**src/rtl/imem_loader.sv**
```systemverilog
`default_nettype none
// ============================================================================
// Module   : imem_loader
// Purpose  : Receives a byte stream (16-bit LE word count, then 4*N data bytes)
//            and writes the little-endian 32-bit words into the IMEM.
//            Optional macro CHECKSUM_EN adds a trailing XOR checksum byte.
// Revision : 1.0
// ============================================================================
module imem_loader #(
    parameter int          DEPTH_WORDS = 1024,
    parameter logic [31:0] BASE_ADDR   = 32'h0
) (
    input  logic        clk,
    input  logic        rst,
    input  logic        start,
    input  logic        byte_valid,
    input  logic [7:0]  byte_data,
    output logic        byte_ready,
    output logic        wr_en,
    output logic [31:0] wr_addr,
    output logic [31:0] wr_data,
    output logic        busy,
    output logic        done,
    output logic        err,
    output logic [10:0] word_count
);

    localparam logic [2:0] S_IDLE  = 3'd0;
    localparam logic [2:0] S_LEN0  = 3'd1;
    localparam logic [2:0] S_LEN1  = 3'd2;
    localparam logic [2:0] S_DATA  = 3'd3;
    localparam logic [2:0] S_WRITE = 3'd4;
    localparam logic [2:0] S_FIN   = 3'd5;
    localparam logic [2:0] S_ERR   = 3'd6;
`ifdef CHECKSUM_EN
    localparam logic [2:0] S_CSUM  = 3'd7;
    localparam logic [2:0] S_TAIL  = S_CSUM;
`else
    localparam logic [2:0] S_TAIL  = S_FIN;
`endif
    localparam logic [16:0] C_DEPTH = 17'(DEPTH_WORDS);

    logic [2:0]  r_state;
    logic [2:0]  w_next;
    logic [15:0] r_len;
    logic [23:0] r_word;
    logic [1:0]  r_idx;
    logic [31:0] r_wr_addr;
    logic [31:0] r_wr_data;
    logic        r_done;
    logic        r_err;
    logic [10:0] r_word_count;
`ifdef CHECKSUM_EN
    logic [7:0]  r_csum;
`endif
    logic        w_accept;
    logic [15:0] w_len_full;
    logic [15:0] w_count_inc;

    assign w_accept    = byte_valid && byte_ready;
    assign w_len_full  = {byte_data, r_len[7:0]};
    assign w_count_inc = {5'd0, r_word_count} + 16'd1;

    always_ff @(posedge clk) begin
        if (rst) begin
            r_state <= S_IDLE;
        end else begin
            r_state <= w_next;
        end
    end

    always_comb begin
        w_next = r_state;
        case (r_state)
            S_IDLE:  if (start) w_next = S_LEN0;
            S_LEN0:  if (w_accept) w_next = S_LEN1;
            S_LEN1: begin
                if (w_accept) begin
                    if (w_len_full == 16'd0)
                        w_next = S_TAIL;
                    else if ({1'b0, w_len_full} > C_DEPTH)
                        w_next = S_ERR;
                    else
                        w_next = S_DATA;
                end
            end
            S_DATA:  if (w_accept && (r_idx == 2'd3)) w_next = S_WRITE;
            S_WRITE: w_next = (w_count_inc == r_len) ? S_TAIL : S_DATA;
`ifdef CHECKSUM_EN
            S_CSUM:  if (w_accept) w_next = (byte_data == r_csum) ? S_FIN : S_ERR;
`endif
            S_FIN:   w_next = S_IDLE;
            S_ERR:   w_next = S_IDLE;
            default: w_next = S_IDLE;
        endcase
    end

    always_comb begin
        byte_ready = 1'b0;
        wr_en      = 1'b0;
        busy       = 1'b0;
        case (r_state)
            S_LEN0, S_LEN1, S_DATA: begin
                byte_ready = 1'b1;
                busy       = 1'b1;
            end
            S_WRITE: begin
                wr_en = 1'b1;
                busy  = 1'b1;
            end
`ifdef CHECKSUM_EN
            S_CSUM: begin
                byte_ready = 1'b1;
                busy       = 1'b1;
            end
`endif
            default: ;
        endcase
    end

    // The write address/data are captured with the 4th byte so they are
    // stable during WRITE and hold afterwards.
    always_ff @(posedge clk) begin
        if (rst) begin
            r_len        <= 16'd0;
            r_word       <= 24'd0;
            r_idx        <= 2'd0;
            r_wr_addr    <= 32'd0;
            r_wr_data    <= 32'd0;
            r_done       <= 1'b0;
            r_err        <= 1'b0;
            r_word_count <= 11'd0;
`ifdef CHECKSUM_EN
            r_csum       <= 8'd0;
`endif
        end else begin
            case (r_state)
                S_IDLE: begin
                    if (start) begin
                        r_done       <= 1'b0;
                        r_err        <= 1'b0;
                        r_word_count <= 11'd0;
                        r_idx        <= 2'd0;
`ifdef CHECKSUM_EN
                        r_csum       <= 8'd0;
`endif
                    end
                end
                S_LEN0:  if (w_accept) r_len[7:0]  <= byte_data;
                S_LEN1:  if (w_accept) r_len[15:8] <= byte_data;
                S_DATA: begin
                    if (w_accept) begin
                        r_idx <= r_idx + 2'd1;
`ifdef CHECKSUM_EN
                        r_csum <= r_csum ^ byte_data;
`endif
                        case (r_idx)
                            2'd0: r_word[7:0]   <= byte_data;
                            2'd1: r_word[15:8]  <= byte_data;
                            2'd2: r_word[23:16] <= byte_data;
                            default: begin
                                r_wr_data <= {byte_data, r_word};
                                r_wr_addr <= BASE_ADDR + {19'd0, r_word_count, 2'b00};
                            end
                        endcase
                    end
                end
                S_WRITE: r_word_count <= r_word_count + 11'd1;
                S_FIN:   r_done <= 1'b1;
                S_ERR:   r_err  <= 1'b1;
                default: ;
            endcase
        end
    end

    assign wr_addr    = r_wr_addr;
    assign wr_data    = r_wr_data;
    assign done       = r_done;
    assign err        = r_err;
    assign word_count = r_word_count;

endmodule
`default_nettype wire

```
**config.mk**
```make
export PLATFORM = sky130hd
export DESIGN_NAME = imem_loader
export DESIGN_NICKNAME = d
export VERILOG_FILES = /design/src/rtl/imem_loader.sv
export SDC_FILE = /design/constraint.sdc
export NUM_CORES = 1
export LEC_CHECK = 0
export BUFFER_PORTS_ARGS = -buffer_cell sky130_fd_sc_hd__clkbuf_2
export CAP_MARGIN = 5
export CORE_ASPECT_RATIO = 0.9
export CORE_UTILIZATION = 60
export CTS_BUF_LIST = sky130_fd_sc_hd__clkbuf_8
export DETAILED_ROUTE_END_ITERATION = 7
export MAX_ROUTING_LAYER = met4
export PLACE_DENSITY_LB_ADDON = 0.12
export SYNTH_ARGS = -nofsm -noshare
export SYNTH_HDL_FRONTEND = slang
export SYNTH_SLANG_ARGS = --single-unit
```
**constraint.sdc**
```tcl
create_clock -name clk -period 5.25 [get_ports clk]
set_input_delay 0.2625 -clock clk [delete_from_list [all_inputs] [get_ports clk]]
set_output_delay 0.2625 -clock clk [all_outputs]
set_load 0.02 [all_outputs]
```
==> results_dict.tcl <==
set metrics [dict create \
    dp_slack_ns 2.84 \
    cp_slowest_cell "dfxtp_1" \
    area_delta_synth_final_pct 9.13 \
    drt-initial-drc-count 230 \
    die_h_um 83.5 \
    use_met1 0.362 \
    drt-total-wl_um 9630 \
    diodes 0 \
    cts.sinks 101 \
    maxCapViolations 0 \
    period_share 0.469 \
    critPathLaunchType "flop" \
    critPathMaxFanout 38 \
    route.detailed.drc 0 \
    grt_usage 0.261 \
    power_mw 1.59 \
    initial_core_util 0.623 \
    fill_cells 640 \
    postCtsHoldBufs 0 \
    crit_required_ns 5.54 \
    syn_avg_cell_area_um2 8.01 \
    synth_cell_type_count 49 \
    worst-endpoint-arrival_ns 2.75 \
    grt_max_degree 69 \
    crit_family "simple AND/OR/NAND/NOR gates" \
    grt_pass1_vias 3256 \
    hold_class "in2reg" \
    die-area_um2 7730 \
    gp_congestion 0.958 \
    p_leak_nw 1.82 \
    yosysWarnings 0 \
    drv_slew 0 \
    power_density_nw_per_um2 329 \
    yosys.area.top_type "dfxtp_1" \
    rsz0062_at_grt "no" \
    root_buffer "clkbuf_8" \
    syn_inst 553 \
    max_stage_delay_ns 0.56 \
    grtUsageMet3 0.0519 \
    htreeDepth 3 \
    rows 29 \
    vias_per_cell 5.45 \
    synth_top_area_frac 0.457 \
    num_vias 3799 \
    tightest_slew_ns 1.29 \
    cp_common_cell "nand2_1" \
    wl_per_cell_um 13.8 \
    cts_buffers 9 \
    vdd_drop_max_mv 0.264 \
    insertion_delay_ns 0.35 \
    crit_path_cell_trace "and2b_1 -> nand2_1 -> nor2_4 -> and2_1 -> buf_4 -> nand2_1 -> a21oi_1" \
    cts_tree "done" \
    final_core_util 0.679 \
    io_pins 92 \
    cts.repair.resized 0 \
    finalHoldViolCount 0 \
    synthTopCellsByArea "dfxtp_1 46%, nand2_1 12%, a21oi_1 11%" \
    fin_tns_setup_ns 0 \
    synthFlopType "dfxtp_1" \
    finalWorstSetupSlack_ns 2.79 \
    synth-seq-cells 101 \
    grt_overflow 0 \
    yosysSeqAreaShare 0.457 \
    relSlewSlack 0.132 \
    drive_gt1_frac 0.167 \
    outcome "complete, no violations" \
    setup_viol 0 \
    clockBufferDepth 2 \
    grt_busiest_layer "met2" \
    multi_input_area_um2 2100 \
    final_nets 617 \
    finClkSkew_ns 0.00446 \
    dp_hpwl_um 6640 \
    ant_nets 0 \
    seq_area_um2 2020 \
    fmax_ghz 0.406 \
    first_pass_iters 4 \
    port_buffers 70 \
    fp.dieW_um 92.6 \
    worstSetupPathType "reg2reg" \
    end_kind "flop" \
    crit_buf_inv 1 \
    final.min_clock_period_ns 2.46 \
    post-cts-setup-buffers 0 \
    ys_top_cells_by_count "138 x nand2_1, 101 x dfxtp_1, 93 x a21oi_1, 36 x nor2_1" \
    synth_edf_count 0 \
    synth.most_common_cell "nand2_1" \
    grt_pass1_wl_um 15700 \
    clkTransAtPathRegs_ns 0.09 \
    synthArstFlopShare 0 \
    met2_usage 0.389 \
    synth_area_um2 4430 \
    core_area_um2 7110 \
    antenna_found_initial 0 \
]
[worst paths after layout]
path | start | to | slack, ns | depth (start not counted)
setup / recovery | r_state[1] | wr_addr[11] | 2.79 | 7
hold / removal | byte_data[3] | r_len[11] | 0.27 | 3
setup reg to reg | r_state[1] | wr_addr[11] | 2.79 | 7
hold reg to reg | wr_data[17] | wr_data[17] | 0.46 | 2
[cell families (layout without fill, tap and decap cells)]
family | count (synthesis) | after routing | share of synthesized area
simple gates | 237 | 237 | 0.236
buf+inv | 63 | 94 | 0.0859
other cells | 1 | 21 | 0.000847
compound gates | 116 | 116 | 0.142
mux | 9 | 9 | 0.0203
xor+xnor | 21 | 21 | 0.0449
flops | 101 | 101 | 0.457
fa+ha+maj | 5 | 5 | 0.0141
[per-stage QoR]
stage	instances	area, um^2	hold WS, ns
after floorplan	573	4500	0.398
after global placement	682	4630	0.438
after detailed placement	682	4630	0.446
after CTS	697	4830	0.248
after global routing	697	4830	0.255
final	697	4830	0.267
[sequential cells by signal (all words and copies together) (netlist names)]
signal / count
r_len: 16
r_word: 24
wr_addr: 11
err: 1
done: 1
r_idx: 2
r_state: 3
wr_data: 32
word_count: 11
[layer usage]
layer	share of wire	routed length (um)
met1	0.48	4620
met2	0.45	4370
met3	0.052	498
met4	0.015	142
met5	0	0
[tightest hold or removal path: cells and delay by family]
family	cells	cell delay [ns]
buffers and inverters	1	0.17
AO/OA/AOI/OAI	1	0.05
AND/OR/NAND/NOR	1	0.09
[area by class of cell]
| cell class | count | area share |
|---|---|---|
| sequential | 101 | 0.418 |
| inverter | 6 | 0.00466 |
| tap | 93 | 0.0241 |
| clock inverter | 5 | 0.0124 |
| clock buffer | 10 | 0.0285 |
| timing repair buffer | 73 | 0.0772 |
| multi-input combinational | 409 | 0.435 |
[report_power, final]
part	switching (mW)	total [mW]	internal, mW
clock network	0.260	0.492	0.233
registers	0.0369	0.827	0.790
logic	0.175	0.270	0.0942
total	0.472	1.59	1.12
[layout by cell type (no fill, tap or decap), types with 2 or more instances in the layout]
cell,Yosys,routed
a211oi_1,2,2
a21oi_1,93,93
and3_1,4,4
buf_4,28,3
clkbuf_2,0,69
clkbuf_8,0,10
conb_1,1,21
dfxtp_1,101,101
ha_1,5,5
inv_1,4,4
mux2i_1,9,9
nand2_1,138,138
nand3_1,28,28
nand3b_1,2,2
nand4_1,3,3
nor2_1,36,36
nor3_1,10,10
nor4_1,2,2
o21ai_0,10,10
or4_1,2,2
xnor2_1,13,13
xnor2_2,2,2
xor2_1,6,6
Note: power is estimated with default switching activity, not from simulation.
